### config.mk
export PLATFORM = sky130hd
export DESIGN_NAME = des_perm_engine
export DESIGN_NICKNAME = d
export VERILOG_FILES = /design/src/rtl/des_perm_engine.sv
export SDC_FILE = /design/constraint.sdc
export NUM_CORES = 1
export LEC_CHECK = 0
export ABC_AREA = 1
export CAP_MARGIN = 30
export CORE_MARGIN = 1
export CORE_UTILIZATION = 35
export CTS_BUF_LIST = sky130_fd_sc_hd__clkbuf_16
export CTS_CLUSTER_DIAMETER = 50
export CTS_CLUSTER_SIZE = 20
export DETAILED_ROUTE_END_ITERATION = 10
export DONT_BUFFER_PORTS = 1
export MAX_ROUTING_LAYER = met4
export SLEW_MARGIN = 20
export SYNTH_ARGS = -nofsm -noshare
export SYNTH_HDL_FRONTEND = slang
export SYNTH_SLANG_ARGS = --single-unit
### constraint.sdc
create_clock -name clk -period 6.09 [get_ports clk]
set_input_delay 1.218 -clock clk [delete_from_list [all_inputs] [get_ports clk]]
set_output_delay 1.218 -clock clk [all_outputs]
set_load 0.01 [all_outputs]
### src/rtl/des_perm_engine.sv
// -----------------------------------------------------------------------------
// des_perm_engine
//   Sequential DES bit-permutation engine. Applies either the initial
//   permutation (IP) or the final permutation (IP^-1) to one 64-bit block,
//   producing LANES output bits per clock. One block is in flight at a time,
//   with valid/ready handshakes on both sides.
//
//   Bit ordering: bit 0 of every 64-bit vector is DES bit 1 (the MSB).
//
// Parameters
//   LANES      output bits written per clock; power of two in 1..64
//
// Ports
//   clk        clock, rising edge
//   reset      asynchronous, active-high reset
//   in_valid   block offered on in_data/in_mode
//   in_ready   engine accepts a block this cycle (combinational)
//   in_data    64-bit input block
//   in_mode    0 = IP, 1 = IP^-1
//   out_valid  out_data holds a finished block
//   out_ready  consumer takes the block
//   out_data   permuted block
//   busy       engine is producing chunks
// -----------------------------------------------------------------------------
module des_perm_engine #(
  parameter int LANES = 8
) (
  input  logic        clk,
  input  logic        reset,
  input  logic        in_valid,
  output logic        in_ready,
  input  logic [0:63] in_data,
  input  logic        in_mode,
  output logic        out_valid,
  input  logic        out_ready,
  output logic [0:63] out_data,
  output logic        busy
);

  localparam int NCHUNK = 64 / LANES;
  localparam int CNT_W  = (NCHUNK > 1) ? $clog2(NCHUNK) : 1;
  localparam logic [CNT_W-1:0] LAST_CNT = CNT_W'(NCHUNK - 1);
  localparam logic [CNT_W-1:0] ONE_CNT  = CNT_W'(1);

  // Reject lane counts that do not divide the block into equal power-of-two chunks.
  if (!(LANES == 1 || LANES == 2 || LANES == 4 || LANES == 8 ||
        LANES == 16 || LANES == 32 || LANES == 64)) begin : g_lanes_check
    $error("des_perm_engine: LANES must be one of 1,2,4,8,16,32,64");
  end

  // Source index of output bit i under IP (i = 8r + c).
  function automatic int ip_src(input int i);
    int r;
    int c;
    r = i / 8;
    c = i % 8;
    if (r < 4) begin
      return 8 * (7 - c) + (2 * r + 1);
    end else begin
      return 8 * (7 - c) + (2 * (r - 4));
    end
  endfunction

  // Source index of output bit i under IP^-1 (i = 8r + c).
  function automatic int fp_src(input int i);
    int r;
    int c;
    r = i / 8;
    c = i % 8;
    if ((c % 2) == 1) begin
      return 8 * (c / 2) + 7 - r;
    end else begin
      return 8 * (c / 2) + 39 - r;
    end
  endfunction

  typedef enum logic [1:0] {
    S_IDLE = 2'd0,
    S_BUSY = 2'd1,
    S_DONE = 2'd2
  } state_t;

  state_t           r_state;
  state_t           w_state_nxt;
  logic [CNT_W-1:0] r_count;
  logic [0:63]      r_src;
  logic             r_mode;
  logic [0:63]      r_out_data;
  logic             r_out_valid;
  logic             r_busy;

  logic             w_in_ready;
  logic             w_accept;
  logic             w_last;
  logic             w_out_valid_nxt;
  logic             w_busy_nxt;
  logic [0:63]      w_perm_ip;
  logic [0:63]      w_perm_fp;
  logic [0:63]      w_perm;

  // Both permutations are pure wiring from the latched source block.
  for (genvar gi = 0; gi < 64; gi++) begin : g_map
    localparam int IP_S = ip_src(gi);
    localparam int FP_S = fp_src(gi);
    assign w_perm_ip[gi] = r_src[IP_S];
    assign w_perm_fp[gi] = r_src[FP_S];
  end

  assign w_perm   = r_mode ? w_perm_fp : w_perm_ip;
  assign w_last   = (r_count == LAST_CNT);
  assign w_accept = in_valid & w_in_ready;

  // State register.
  always_ff @(posedge clk or posedge reset) begin
    if (reset) begin
      r_state <= S_IDLE;
    end else begin
      r_state <= w_state_nxt;
    end
  end

  // Next-state decode.
  always_comb begin
    w_state_nxt = r_state;
    case (r_state)
      S_IDLE: begin
        if (in_valid) begin
          w_state_nxt = S_BUSY;
        end else begin
          w_state_nxt = S_IDLE;
        end
      end
      S_BUSY: begin
        if (w_last) begin
          w_state_nxt = S_DONE;
        end else begin
          w_state_nxt = S_BUSY;
        end
      end
      S_DONE: begin
        // A new block may be taken on the same edge the old one is consumed.
        if (out_ready && in_valid) begin
          w_state_nxt = S_BUSY;
        end else if (out_ready) begin
          w_state_nxt = S_IDLE;
        end else begin
          w_state_nxt = S_DONE;
        end
      end
      default: begin
        w_state_nxt = S_IDLE;
      end
    endcase
  end

  // Output decode: in_ready is combinational, the flags are registered from the next state.
  always_comb begin
    w_in_ready      = 1'b0;
    w_out_valid_nxt = 1'b0;
    w_busy_nxt      = 1'b0;
    case (r_state)
      S_IDLE: begin
        w_in_ready = 1'b1;
      end
      S_BUSY: begin
        w_in_ready = 1'b0;
      end
      S_DONE: begin
        w_in_ready = out_ready;
      end
      default: begin
        w_in_ready = 1'b0;
      end
    endcase
    w_out_valid_nxt = (w_state_nxt == S_DONE);
    w_busy_nxt      = (w_state_nxt == S_BUSY);
  end

  // Source block, mode and chunk counter; source and mode move only on an accept.
  always_ff @(posedge clk or posedge reset) begin
    if (reset) begin
      r_src   <= 64'd0;
      r_mode  <= 1'b0;
      r_count <= '0;
    end else if (w_accept) begin
      r_src   <= in_data;
      r_mode  <= in_mode;
      r_count <= '0;
    end else if (r_state == S_BUSY) begin
      r_src   <= r_src;
      r_mode  <= r_mode;
      if (w_last) begin
        r_count <= '0;
      end else begin
        r_count <= r_count + ONE_CNT;
      end
    end else begin
      r_src   <= r_src;
      r_mode  <= r_mode;
      r_count <= r_count;
    end
  end

  // Output block: one LANES-wide chunk per BUSY cycle, ascending bit order.
  // Chunks not yet written keep the previous block's bits.
  always_ff @(posedge clk or posedge reset) begin
    if (reset) begin
      r_out_data <= 64'd0;
    end else if (r_state == S_BUSY) begin
      for (int k = 0; k < NCHUNK; k++) begin
        if (r_count == CNT_W'(k)) begin
          r_out_data[k*LANES +: LANES] <= w_perm[k*LANES +: LANES];
        end
      end
    end else begin
      r_out_data <= r_out_data;
    end
  end

  // Registered status flags.
  always_ff @(posedge clk or posedge reset) begin
    if (reset) begin
      r_out_valid <= 1'b0;
      r_busy      <= 1'b0;
    end else begin
      r_out_valid <= w_out_valid_nxt;
      r_busy      <= w_busy_nxt;
    end
  end

  assign in_ready  = w_in_ready;
  assign out_valid = r_out_valid;
  assign out_data  = r_out_data;
  assign busy      = r_busy;

endmodule

==> results.py, run 1 <==
metrics = {
    "timing": {
        "period_share": 0.444,
        "setup_tns_ns": 0,
        "clock_skew_ns": 0.00760,
        "fin_ws_ns": 3.39,
        "setup_viol": 0,
        "tightest_slew_ns": 0.748,
        "grt_setup_unrepaired": "no",
        "fin_crit_ns": 2.70,
        "finalMaxSlewViolations": 0,
        "slew-limit-headroom": 0.501,
        "timing.fmax_mhz": 370,
        "timing.final.hold_violations": 0,
    },
    "critical_path": {
        "worstPathMaxFanout": 2,
        "slowest_delay_ns": 0.23,
        "cp.buffers_inverters": 1,
        "r2r-end": "r_count[0]$_DFFE_PP0P_",
        "crit_arrival_ns": 1.49,
        "crit_path_end_kind": "output port",
        "path_class": "primary input to output port",
        "path_cells": "inv_1 > a21oi_1",
        "reg2reg_slack_ns": 3.80,
        "slowest_stage": "a21oi_1",
        "rr_startpoint": "r_state[0]$_DFF_PP0_",
        "cp.required_ns": 4.87,
        "cpLargestDelayFamily": "compound AO/OA/AOI/OAI gates",
        "cp-start-kind": "primary input",
        "reg2regPathDepth": 6,
    },
    "run_status": {
        "status": "complete, no violations",
    },
    "die": {
        "design.die.area_sq_um": 18100,
        "floorplan.die.width_um": 134,
        "rows": 48,
        "num_io_pins": 136,
        "die_y_um": 134,
        "fp.coreArea_sq_um": 17200,
        "start_util": 0.356,
    },
    "hold_path": {
        "holdPathStages": 2,
        "min-delay-start": "r_src[12]$_DFFE_PP0N_",
        "holdPathEnd": "r_src[12]$_DFFE_PP0N_",
        "hp-class": "flip-flop to flip-flop",
    },
    "synth": {
        "ys_seq_area_frac": 0.554,
        "syn-cell-area_sq_um": 6140,
        "ys_types": 16,
        "syn-instance-count": 782,
        "synth_nets": 857,
        "synth.area.top_cells": "dfrtp_1, nand2_1, nand3_1, o21ai_0, inv_1",
        "synth.avg_cell_area_sq_um": 7.85,
        "yosysWarnings": 0,
        "yosysTopAreaCell": "dfrtp_1",
        "synth_top_cell_area_share": 0.554,
        "ys_seq_elements": 136,
    },
    "global_routing": {
        "track_usage": 0.192,
        "grt_pass1_wl_mm": 25.1,
        "grt_antenna_before_repair": 2,
        "grt_max_degree": 122,
        "grt_pass1_vias": 4535,
        "grt_overflow": 0,
    },
    "layout": {
        "fillers": 1780,
        "area_delta_synth_final_pct": 12.7,
        "drive_gt1_frac": 0.0599,
        "final_net_count": 847,
        "final_cells": 1012,
        "final_util": 0.401,
    },
    "drt": {
        "ant_nets": 0,
        "wl_per_cell_um": 16.0,
        "num_vias": 4747,
        "drt_iter0_markers": 328,
        "wirelength_mm": 16.1,
        "drtPass1Iterations": 5,
        "viasPerCell": 4.69,
        "drc_errors": 0,
    },
    "clock_tree": {
        "cts_max_level": 4,
        "cts_buffers": 17,
        "hold_buffers": 0,
        "cts_tree": "yes",
        "cts.sinks": 136,
        "cts_buffer_depth": 2,
        "insertion_delay_ns": 0.42,
        "clk_pin_slew_ns": 0.06,
        "post_cts_buffers": 0,
        "cts-resized-gates": 0,
        "cts_root_buf": "clkbuf_16",
    },
    "place": {
        "dp.cells": 976,
        "hpwlAfterDp_mm": 11.3,
        "place_congestion": 0.763,
        "io_buffers": 0,
        "dp_slack_ns": 3.09,
    },
    "run": {
        "drv_cap": 0,
    },
    "pwr": {
        "power.density_nw_per_um2": 558,
        "p_leak_nw": 3.64,
        "vdd_drop_max_v": 0.000234,
    },
}
cells in the final DEF, fill, tap and decap left out, types with 4 or more instances in the layout:
| cell type | count |
|---|---|
| nand2_1 | 381 |
| nor2_4 | 6 |
| inv_1 | 56 |
| dfrtp_1 | 135 |
| buf_4 | 4 |
| a21oi_1 | 19 |
| clkinvlp_4 | 4 |
| nor2_1 | 22 |
| clkbuf_16 | 17 |
| clkinv_1 | 5 |
| ha_1 | 6 |
| nand3_1 | 67 |
| o21ai_0 | 46 |
synth_stat cells:
cell type    n
nand2_1    382
dfrtp_1    136
nand3_1     67
inv_1       57
o21ai_0     46
nor2_1      23
a21oi_1     19
buf_2       16
clkbuf_1    10
buf_4        6
ha_1         6
nor2_4       5
buf_1        3
nor2_2       3
nand2_2      2
nand4_1      1
cells by family after synthesis:
kind of cell / share of synthesized area
DFF: 0.554
adders and majority gates: 0.0122
buffers and inverters: 0.0632
and+or+nand+nor: 0.317
AOI/OAI and AO/OA: 0.0530
tightest hold or removal path: stages, from the launching register on:
cell     delay, ns
dfrtp_1       0.34
nand2_1       0.05
nand2_1       0.04
metal layers:
metal  routed length [um]  part of all wire  vias to the layer above  global-route usage
li1                     -                 -                     2415                   -
met1                 7520              0.47                     2184               0.252
met2                 6910              0.43                      135               0.266
met3                 1540             0.095                       13              0.0826
met4                  178             0.011                        0              0.0568
met5                    0                 0                        -                   -
sequential cells by signal, indices dropped and copies added, names as in the netlist:
signal and count:
out_data 64, r_src 64, r_count 3, r_state 2, busy 1, out_valid 1
r_mode 1
how the worst max path moves through the flow:
stage / startpoint / to / slack [ns] / cells after the start
4_1_cts: out_ready / in_ready / 3.38 / 2
3_5_place_dp: in_valid / r_count[0]$_DFFE_PP0P_ / 3.09 / 7
6_report: out_ready / in_ready / 3.39 / 2
5_1_grt: in_valid / r_src[13]$_DFFE_PP0N_ / 3.32 / 7
3_3_place_gp: in_valid / r_count[1]$_DFFE_PP0P_ / 3.10 / 7
2_1_floorplan: reset / busy$_DFF_PP0_ / 1.23 / 1
power breakdown:
part / switching (mW) / internal (mW) / leakage, nW
sequential: 0.416 / 1.31 / 1.72
combinational: 0.769 / 0.383 / 1.66
clock: 0.391 / 0.593 / 0.262
cell type report:
cell class,instances,area [sq um],area share
Tap cell,225,282,0.0407
Multi-Input combinational cell,554,2360,0.341
Clock inverter,15,136,0.0197
Sequential cell,136,3410,0.492
Clock buffer,17,425,0.0615
Antenna cell,2,5.00,0.000723
Timing Repair Buffer,6,85.1,0.0123
Inverter,57,219,0.0316
per-stage QoR:
step | instance area [sq um] | hold slack [ns] | total power, mW
final | 6920 | 0.469 | 3.86
after global routing | 6920 | 0.489 | 4.19
after CTS | 6860 | 0.473 | 3.88
after detailed placement | 6300 | 0.459 | 2.88
after global placement | 6300 | 0.455 | 2.85
after floorplan | 6140 | 0.442 | 2.56
No activity file was read; power rests on OpenSTA's default activity.
==> inputs of run 2 (changes only) <==
clock period = 2.19 ns   (was 6.09 ns; I/O delays follow)
==> results.py, run 2 (synthesized netlist as in run 1, its figures left out) <==
metrics = {
    "run_status": {
        "status": "complete, no violations",
    },
    "layout": {
        "mostFrequentLayoutCells": "nand2_1, dfrtp_1, nand3_1",
        "fin_area_sq_um": 6970,
        "final_cells": 1014,
        "drive_gt1_frac": 0.0672,
        "final_net_count": 852,
        "area_delta_synth_final_pct": 13.5,
        "final_util": 0.404,
        "diodes": 0,
        "final_common_cell": "nand2_1",
    },
    "critical_path": {
        "rr_startpoint": "r_count[0]$_DFFE_PP0P_",
        "reg2regPathDepth": 7,
        "path_class": "flip-flop to output port",
        "worstPathMaxFanout": 7,
        "cp.buffers_inverters": 0,
        "crit_path_end_kind": "output port",
        "path_cells": "a21oi_1",
        "slowest_delay_ns": 0.47,
        "r2r-end": "out_data[51]$_DFFE_PP0P_",
        "slowest_stage": "dfrtp_1",
        "cpLargestDelayFamily": "flip-flops",
        "cp.required_ns": 1.75,
        "cp-start-kind": "flip-flop",
        "crit_arrival_ns": 1.21,
        "reg2reg_slack_ns": 0.55,
    },
    "place": {
        "placed_area_sq_um": 6390,
        "io_buffers": 0,
        "place_congestion": 0.786,
        "hpwlAfterDp_mm": 11.9,
        "dp.cells": 983,
    },
    "die": {
        "fp.coreArea_sq_um": 17200,
        "design.die.area_sq_um": 18100,
        "die_y_um": 134,
        "num_io_pins": 136,
        "floorplan.die.width_um": 134,
        "start_util": 0.356,
        "rows": 48,
    },
    "drt": {
        "ant_nets": 0,
        "drtPass1Iterations": 4,
        "num_vias": 4807,
        "drc_errors": 0,
        "viasPerCell": 4.74,
        "wl_per_cell_um": 16.4,
        "wirelength_mm": 16.7,
        "drt_iter0_markers": 348,
    },
    "timing": {
        "fin_crit_ns": 1.64,
        "clock_skew_ns": 0.0117,
        "grt_setup_unrepaired": "no",
        "period_share": 0.750,
        "timing.fmax_mhz": 608,
        "setup_viol": 0,
        "slew-limit-headroom": 0.604,
        "timing.final.hold_violations": 0,
        "finalMaxSlewViolations": 0,
        "tightest_slew_ns": 0.593,
        "setup_tns_ns": 0,
    },
    "global_routing": {
        "grt_pass1_wl_mm": 26.4,
        "track_usage": 0.201,
        "grt_overflow": 0,
        "grt_pass1_vias": 4614,
        "grt_max_degree": 77,
        "grt_antenna_before_repair": 0,
    },
    "clock_tree": {
        "cts_buffers": 17,
        "insertion_delay_ns": 0.43,
        "cts.sinks": 136,
        "cts_tree": "yes",
        "cts_root_buf": "clkbuf_16",
        "cts-resized-gates": 0,
        "clk_pin_slew_ns": 0.06,
        "hold_buffers": 0,
        "cts_max_level": 4,
        "cts_buffer_depth": 2,
        "post_cts_buffers": 0,
    },
    "run": {
        "drv_cap": 0,
    },
    "pwr": {
        "p_total_mw": 11.0,
        "vdd_drop_max_v": 0.000655,
        "p_leak_nw": 3.67,
        "power.density_nw_per_um2": 1580,
    },
    "hold_path": {
        "hp-class": "primary input to asynchronous set/reset pin",
    },
}
-- run 2: changes by cell type in the layout (fill, tap and decap cells not counted) --
cell and delta:
buf_4 +4, buf_12 +3, clkinv_1 -3, buf_16 -2, diode_2 -2, bufinv_16 +1, clkinv_4 -1, clkinvlp_4 +1
inv_1 +1
-- run 2: layout make-up --
class | instances | area (sq um)
multi-input combinational | 554 | 2360
timing repair buffer | 11 | 120
inverter | 57 | 218
sequential | 136 | 3410
clock inverter | 14 | 159
fill | 1810 | 10300
tap | 225 | 282
clock buffer | 17 | 425
-- run 2: how the worst max path moves through the flow --
stage                      startpoint                  endpoint  depth (start not counted)
2_1_floorplan                   reset            busy$_DFF_PP0_                          1
3_3_place_gp   r_count[0]$_DFFE_PP0P_  out_data[34]$_DFFE_PP0P_                          7
3_5_place_dp   r_count[0]$_DFFE_PP0P_  out_data[51]$_DFFE_PP0P_                          7
4_1_cts          r_state[0]$_DFF_PP0_                  in_ready                          1
5_1_grt        r_count[0]$_DFFE_PP0P_  out_data[38]$_DFFE_PP0P_                          7
6_report         r_state[0]$_DFF_PP0_                  in_ready                          1
-- run 2: power by group --
| part | switching, mW | leakage, nW | internal (mW) |
|---|---|---|---|
| clock network | 1.10 | 0.277 | 1.77 |
| logic | 2.13 | 1.68 | 1.09 |
| registers | 1.26 | 1.72 | 3.64 |
| total | 4.49 | 3.67 | 6.50 |
-- run 2: routing by layer --
metal | wire [um] | global-route usage | vias to the layer above
met5 | 0 | - | -
li1 | - | - | 2410
met1 | 8530 | 0.293 | 2250
met3 | 927 | 0.0473 | 18
met4 | 227 | 0.0637 | 0
met2 | 6980 | 0.271 | 129
-- run 2: through the flow --
stage | hold slack, ns | worst slack [ns]
after floorplan | 0.442 | 0.0589
after global placement | 0.454 | 0.603
after detailed placement | 0.458 | 0.570
after CTS | 0.0125 | 0.523
after global routing | 0.0380 | 0.398
final | 0.0155 | 0.546
